`config.mk`:
```
export PLATFORM = sky130hd
export DESIGN_NAME = fifo_uart_tx
export DESIGN_NICKNAME = d
export VERILOG_FILES = /design/src/rtl/fifo_uart_tx.sv
export SDC_FILE = /design/constraint.sdc
export NUM_CORES = 1
export LEC_CHECK = 0
export ABC_AREA = 1
export BUFFER_PORTS_ARGS = -buffer_cell sky130_fd_sc_hd__buf_2
export CORE_MARGIN = 2
export CORE_UTILIZATION = 35
export DETAILED_ROUTE_END_ITERATION = 7
export PLACE_DENSITY_LB_ADDON = 0.15
export RECOVER_POWER = 25
export SLEW_MARGIN = 25
export SYNTH_ARGS = -nofsm -noshare
export SYNTH_HDL_FRONTEND = slang
export SYNTH_SLANG_ARGS = --single-unit
export TNS_END_PERCENT = 5
```
`constraint.sdc`:
```
create_clock -name rd_clk -period 1.6 [get_ports rd_clk]
set_input_delay 0.08 -clock rd_clk [delete_from_list [all_inputs] [get_ports rd_clk]]
set_output_delay 0.08 -clock rd_clk [all_outputs]
set_load 0.01 [all_outputs]
```
`src/rtl/fifo_uart_tx.sv`:
```
// fifo_uart_tx
//   Pulls words from a show-ahead-less FIFO (read data appears the cycle after
//   the read strobe) and serialises each one as an asynchronous UART frame:
//   start bit (0), DATA_WIDTH data bits LSB first, optional parity bit, then
//   STOP_BITS stop bits (1). Each bit lasts CLKS_PER_BIT rd_clk cycles.
//
// Ports
//   rd_clk        in   sole clock, FIFO read domain, rising edge
//   rst           in   asynchronous active-high reset
//   tx_en         in   allows a new word to be fetched (never cuts a frame)
//   fifo_empty    in   FIFO empty flag
//   fifo_rd_data  in   FIFO read word, valid the cycle after fifo_rd_en
//   fifo_rd_en    out  registered one-cycle read strobe
//   tx            out  registered serial line, idle high
//   busy          out  high from fetch through the last stop bit
//   frame_done    out  pulse in the final cycle of the last stop bit
//   state_dbg     out  current FSM state, for observation only
//
// FIFO read protocol: the block raises fifo_rd_en for exactly one cycle (FETCH)
// only after seeing fifo_empty low in IDLE; the FIFO registers the word on the
// edge that samples the strobe, so the word is stable during LOAD and is
// captured at the end of LOAD. There is no back-pressure from the FIFO side.
module fifo_uart_tx #(
    parameter int DATA_WIDTH   = 8,
    parameter int CLKS_PER_BIT = 868,
    parameter int PARITY_EN    = 0,
    parameter int PARITY_ODD   = 0,
    parameter int STOP_BITS    = 1
) (
    input  logic                  rd_clk,
    input  logic                  rst,
    input  logic                  tx_en,
    input  logic                  fifo_empty,
    input  logic [DATA_WIDTH-1:0] fifo_rd_data,
    output logic                  fifo_rd_en,
    output logic                  tx,
    output logic                  busy,
    output logic                  frame_done,
    output logic [2:0]            state_dbg
);

    localparam logic [2:0] IDLE   = 3'd0;
    localparam logic [2:0] FETCH  = 3'd1;
    localparam logic [2:0] LOAD   = 3'd2;
    localparam logic [2:0] START  = 3'd3;
    localparam logic [2:0] DATA   = 3'd4;
    localparam logic [2:0] PARITY = 3'd5;
    localparam logic [2:0] STOP   = 3'd6;

    localparam int CW = $clog2(CLKS_PER_BIT);
    localparam int BW = $clog2(DATA_WIDTH) + 1;
    localparam logic [CW-1:0] CNT_LAST = CW'(CLKS_PER_BIT - 1);
    localparam logic [BW-1:0] IDX_LAST = BW'(DATA_WIDTH - 1);

    logic [2:0]            state;
    logic [CW-1:0]         clk_cnt;
    logic [BW-1:0]         bit_idx;
    logic                  stop_idx;
    logic [DATA_WIDTH-1:0] shreg;
    logic                  par_bit;
    logic                  armed;

    logic                  bit_end;
    logic                  last_stop;
    logic                  in_bit;
    logic [DATA_WIDTH-1:0] shreg_next;

    assign in_bit     = (state == START) || (state == DATA) ||
                        (state == PARITY) || (state == STOP);
    assign bit_end    = (clk_cnt == CNT_LAST);
    assign last_stop  = (STOP_BITS == 1) || stop_idx;
    assign shreg_next = shreg >> 1;

    assign busy       = (state != IDLE);
    assign frame_done = (state == STOP) && last_stop && bit_end;
    assign state_dbg  = state;

    always_ff @(posedge rd_clk or posedge rst) begin
        if (rst) begin
            state      <= IDLE;
            tx         <= 1'b1;
            fifo_rd_en <= 1'b0;
            clk_cnt    <= '0;
            bit_idx    <= '0;
            stop_idx   <= 1'b0;
            shreg      <= '0;
            par_bit    <= 1'b0;
            armed      <= 1'b0;
        end else begin
            // 'armed' holds off the first fetch for one edge after reset
            // release so the FIFO never sees a strobe on the first edge.
            armed      <= 1'b1;
            fifo_rd_en <= 1'b0;

            // One bit-period timer shared by every serial bit; it wraps on
            // each bit boundary.
            if (in_bit) begin
                clk_cnt <= bit_end ? '0 : clk_cnt + CW'(1);
            end

            case (state)
                IDLE: begin
                    tx <= 1'b1;
                    if (armed && tx_en && !fifo_empty) begin
                        state      <= FETCH;
                        fifo_rd_en <= 1'b1;
                    end
                end
                FETCH: begin
                    state <= LOAD;
                end
                LOAD: begin
                    shreg   <= fifo_rd_data;
                    par_bit <= (^fifo_rd_data) ^ (PARITY_ODD != 0);
                    clk_cnt <= '0;
                    tx      <= 1'b0;
                    state   <= START;
                end
                START: begin
                    if (bit_end) begin
                        bit_idx <= '0;
                        tx      <= shreg[0];
                        state   <= DATA;
                    end
                end
                DATA: begin
                    if (bit_end) begin
                        shreg <= shreg_next;
                        if (bit_idx == IDX_LAST) begin
                            if (PARITY_EN != 0) begin
                                tx    <= par_bit;
                                state <= PARITY;
                            end else begin
                                tx       <= 1'b1;
                                stop_idx <= 1'b0;
                                state    <= STOP;
                            end
                        end else begin
                            bit_idx <= bit_idx + BW'(1);
                            tx      <= shreg_next[0];
                        end
                    end
                end
                PARITY: begin
                    if (bit_end) begin
                        tx       <= 1'b1;
                        stop_idx <= 1'b0;
                        state    <= STOP;
                    end
                end
                STOP: begin
                    if (bit_end) begin
                        tx <= 1'b1;
                        if (last_stop) begin
                            state <= IDLE;
                        end else begin
                            stop_idx <= 1'b1;
                        end
                    end
                end
                default: begin
                    tx    <= 1'b1;
                    state <= IDLE;
                end
            endcase
        end
    end

endmodule
```
**After elaboration in Yosys (flattened, before gate mapping)**

Cells that the tools add are included.

- Word-level logic and storage cells: 66
- Register bits: 28

- Multiplexer cells: 23
- Bitwise logic cells: 1
- Equality and inequality tests: 16
- $add $sub $neg: 2
- Reductions and logical operators: 17

Operators by type and width:

| kind | count |
|---|---|
| $mux W10 | 3 |
| $pmux W3 S7 | 1 |
| $mux W3 | 6 |
| $pmux W8 S2 | 1 |
| $mux W4 | 3 |
| $ne A2 B2 Y1 const B | 6 |
| $add A10 B1 Y10 const B | 1 |
| $eq A10 B10 Y1 const B | 1 |
| $eq A3 B3 Y1 const B | 3 |
| $mux W8 | 1 |
| $pmux W4 S2 | 1 |
| $reduce_and A4 Y1 | 2 |
| $eq A3 B2 Y1 const B | 2 |
| $mux W1 | 6 |
| $reduce_and A6 Y1 | 1 |
| $reduce_bool A2 Y1 | 3 |
| $pmux W1 S5 | 1 |
| $add A4 B1 Y4 const B | 1 |
| $eq A4 B3 Y1 const B | 1 |
| $ne A2 B1 Y1 const B | 2 |
| $eq A3 B1 Y1 const B | 1 |
| $logic_and A1 B1 Y1 | 3 |
| $logic_not A3 Y1 | 1 |
| $logic_or A1 B1 Y1 | 3 |
| other kinds (5) | 5 |

**Depth between registers and ports, before layout**

- Depth in word-level cells: 6
- Mapped depth: 10
- Mapped depth without buffers: 9

**Worst setup path before layout**

Ideal clock, no wire load.

- Path kind: reg2reg
- From: register state[1], in the netlist state_dbg[1]
- To: register bit_idx[1]
- Cell stages (with the launch flop): 10
- Clock period less this slack: 1.366 ns
- Setup time: 0.118 ns
- Path slack: 0.234 ns
- Arrival: 1.248 ns
- Required time: 1.482 ns
- Path through: dfrtp_1 -> buf_6 -> inv_2 -> nand2_2 -> nor2_4 -> nand2_4 -> nand2_2 -> nand2_2 -> nand2_1 -> nand2_1

- Cells in the longest elaborated chain, start to end: 3

Ends and longest elaborated chain:

| what | line | RTL |
|---|---|---|
| start: declaration | 55 | `logic [2:0] state;` |
| start signal: assignment | 80 | `state <= IDLE;` |
| start signal: assignment | 105 | `state <= FETCH;` |
| start signal: assignment | 110 | `state <= LOAD;` |
| $eq A3 B3 Y1 or $eq A3 B2 Y1 (tied branches) | 101 | `case (state)` |
| $ne A2 B2 Y1 (no source line) or $reduce_bool A2 Y1 (tied branches) | -- |  |
| $reduce_and A4 Y1 (no source line) | -- |  |
| end signal: assignment | 139 | `bit_idx <= bit_idx + BW'(1);` |
| end: declaration | 57 | `logic [BW-1:0] bit_idx;` |

Several ways; a longest one is shown, not always the timed one.
A chain may end at the register's enable or synchronous reset.

**Worst setup path after layout**

- From: register clk_cnt[0]
- To: output port frame_done

- Cells in the longest elaborated chain, start to end: 2

Ends and longest elaborated chain:

| what | line | RTL |
|---|---|---|
| start: declaration | 56 | `logic [CW-1:0] clk_cnt;` |
| start signal: assignment | 98 | `clk_cnt <= bit_end ? '0 : clk_cnt + CW'(1);` |
| $eq A10 B10 Y1 | 70 | `assign bit_end = (clk_cnt == CNT_LAST);` |
| $logic_and A1 B1 Y1 | 75 | `assign frame_done = (state == STOP) && last_stop && bit_end;` |
| end: declaration | 38 | `output logic frame_done,` |

Every way passes these cells.

==> run metrics <==
reg2reg start state_dbg[2]; Critical Path RT 1520 ps; Reg2Reg Setup Slack 130 ps; adder-cell share of the synthesized area 1.53%; row cnt 24; Crit Path Class reg2out; max_slew headroom 51.6%; commonest cells after routing, fill and taps aside nand2_1, nand3_1, dfrtp_1, nor2_1, buf_2; Worst R2R End shreg[0]; Max H-tree Level 1; Initial Utilization 36.9%; gr usage total 15.7%; WP buf/inv 1; Worst Path Arrival 1450 ps; CTS buffer count 3; Die ar. 5240 um^2; CP cell instances ha_4, nand2_4, nor2_4, nand4_1, nor2_1, buf_2; Core Box Area 4440 um^2; port bufs 18; syn avg cell area 7.18 um^2; first-pass detailed-route iteration total 4; Most Crowded Layer GR met2; Worst-path clk slew 100 ps; sequential area share after synthesis 42.9%; Clock Latency Late Sink 280 ps; Netlist Area Pre-Place 1640 um^2; power per cell area 1570 nW/um^2; die width 72.4 um; first-pass GRT wire length 6.56 mm; DRC viols 0; top-area cell type share of the netlist area 41.3%; period utilisation layout 95.6%; Sink Count 28; hold slack 26.8 ps; Worst path slowest cell dfrtp_1; layout cell share with drive strength beyond 1 22.1%; WP depth 6; Hold Vio Cnt, Final 0; commonest non-fill, non-tap cell in the layout nand2_1; grt ovf 0; worst hold path class in2reg; VDD IR max 605 uV; Mapped Nets 242; Crit Path Max Fanout 4; clock skew 4.30 ps; mux share of post-synthesis cell area 0%; number of antenna violations at the first check in global routing 0; via/cell ratio 5.00; antenna cells 0; dpl hpwl 2.62 mm; Mapped Cells 228; flops & latches, synth 28; minimum clock period 1530 ps; GR Layer Usage met3 2.36%; Top delay family on crit path flip-flops; Max Cap Viol 0; M2 GR Usage 24.1%; P_leak 1.06 nW; IO Count 19; crit path to frame_done; wirelength, routed 3.71 mm; XOR/XNOR Fraction of Synth Area 0.535%; Initial DRC Count 48; die height 72.4 um; largest net degree at the start of global routing 29; YS warnings 0; DP Cell Count 302; wire length per cell 12.0 um; RSZ-0062 raised after global routing true; final slew viol count 0; Least-Margin Pin Slew 725 ps; Root Driver clkbuf_8; final setup fails 0; vias in the first global route 1486; Antenna Violating Nets Remaining 0; worst setup path start clk_cnt[0]; top achievable clock speed 654 MHz; crit start category register; largest cells by area after synthesis dfrtp_1, nand2_1, nand3_1; Area Overhead vs Synth 18.6%; nets 273; Synth cell types 25; met1 usage 22.1%; main combinational cell family by area after synthesis simple AND/OR/NAND/NOR gates; Synth area leader dfrtp_1; via count 1550; max incr delay on CP 430 ps; crit path capture type primary output; Finished Layout Cells 310; Clock Tree Buf Depth 2; Hold Crit Depth 4; Reg2Reg Depth 6; Synth Area in Compound Gates 3.13%; RePlAce Congestion 0.831; CTS tree done; Synth Area in Simple Gates 45.0%; outcome finished clean
where the power goes:
part	internal (mW)	total, mW	switching, mW
Combinational	0.548	1.51	0.965
Clock	0.221	0.461	0.240
Sequential	0.917	1.09	0.168
how the worst min path moves through the flow:
stage | from | end | slack, ps
after detailed placement | rst | shreg[6] | 170
after floorplan | rst | armed | 140
after CTS | fifo_empty | fifo_rd_en | 20
after global placement | rst | clk_cnt[6] | 170
after global routing | fifo_empty | fifo_rd_en | 50
final | fifo_empty | fifo_rd_en | 30
area by class of cell:
type	instances	area (um^2)
multi-input combinational	176	866
fill	498	2500
sequential	28	702
clock buffer	4	55.1
tap	52	65.1
timing repair buffer	30	180
inverter	20	75.1
cells by family (layout without fill, tap and decap cells):
group / count (synthesis) / in the layout
AOI/OAI and AO/OA: 10 / 10
buffers and inverters: 24 / 54
xor gates and xnor gates: 1 / 1
adders and majority gates: 2 / 2
DFF: 28 / 28
other: 1 / 1
and+or+nand+nor: 162 / 162
metal layers:
layer | vias to the layer above | part of all wire, %
met5 | - | 0
met4 | 0 | 2.2
met3 | 8 | 4.7
met2 | 37 | 44
met1 | 718 | 49
li1 | 787 | -
flip-flops by register name, indices dropped and copies added (netlist names):
signal,count
bit_idx,4
fifo_rd_en,1
tx,1
shreg,8
armed,1
state_dbg,3
clk_cnt,10
per-stage QoR:
step / area [um^2] / setup TNS [ps] / setup slack, ps / total power [mW] / utilization, %
after global routing: 1940 / -24.0 / -24.0 / 3.34 / 43.7
after global placement: 1820 / 0 / 110 / 2.52 / 40.9
after CTS: 1890 / 0 / 22.6 / 2.99 / 42.5
final: 1940 / 0 / 69.9 / 3.06 / 43.7
after floorplan: 1640 / 0 / 234 / 2.17 / -
after detailed placement: 1820 / 0 / 44.6 / 2.53 / 40.9
worst reg2reg max path, stage by stage (launching register included):
cell	delay, ps
dfrtp_1	520
nand3_1	330
buf_4	280
nand2_1	60
o21ai_1	60
nand3_1	80
nand2_1	50
repair_timing:
item / CTS / global route
resized for setup: 0 / 9
setup buffers: 1 / 2
hold buffers: 1 / 0
endpoints found under the hold margin: 27 / 0
pin swaps: 1 / 4
setup endpoints to repair: 1 / 22
cells in the mapped netlist, drive strengths merged:
cell type,n
o21ai,3
nand4,9
nand3,36
a21oi,6
ha,2
dfrtp,27
xnor2,1
nor3,1
inv,20
conb,1
a31oi,1
dfstp,1
buf,4
nand2,94
nor2,22
Power figures use the tool's default switching activity.
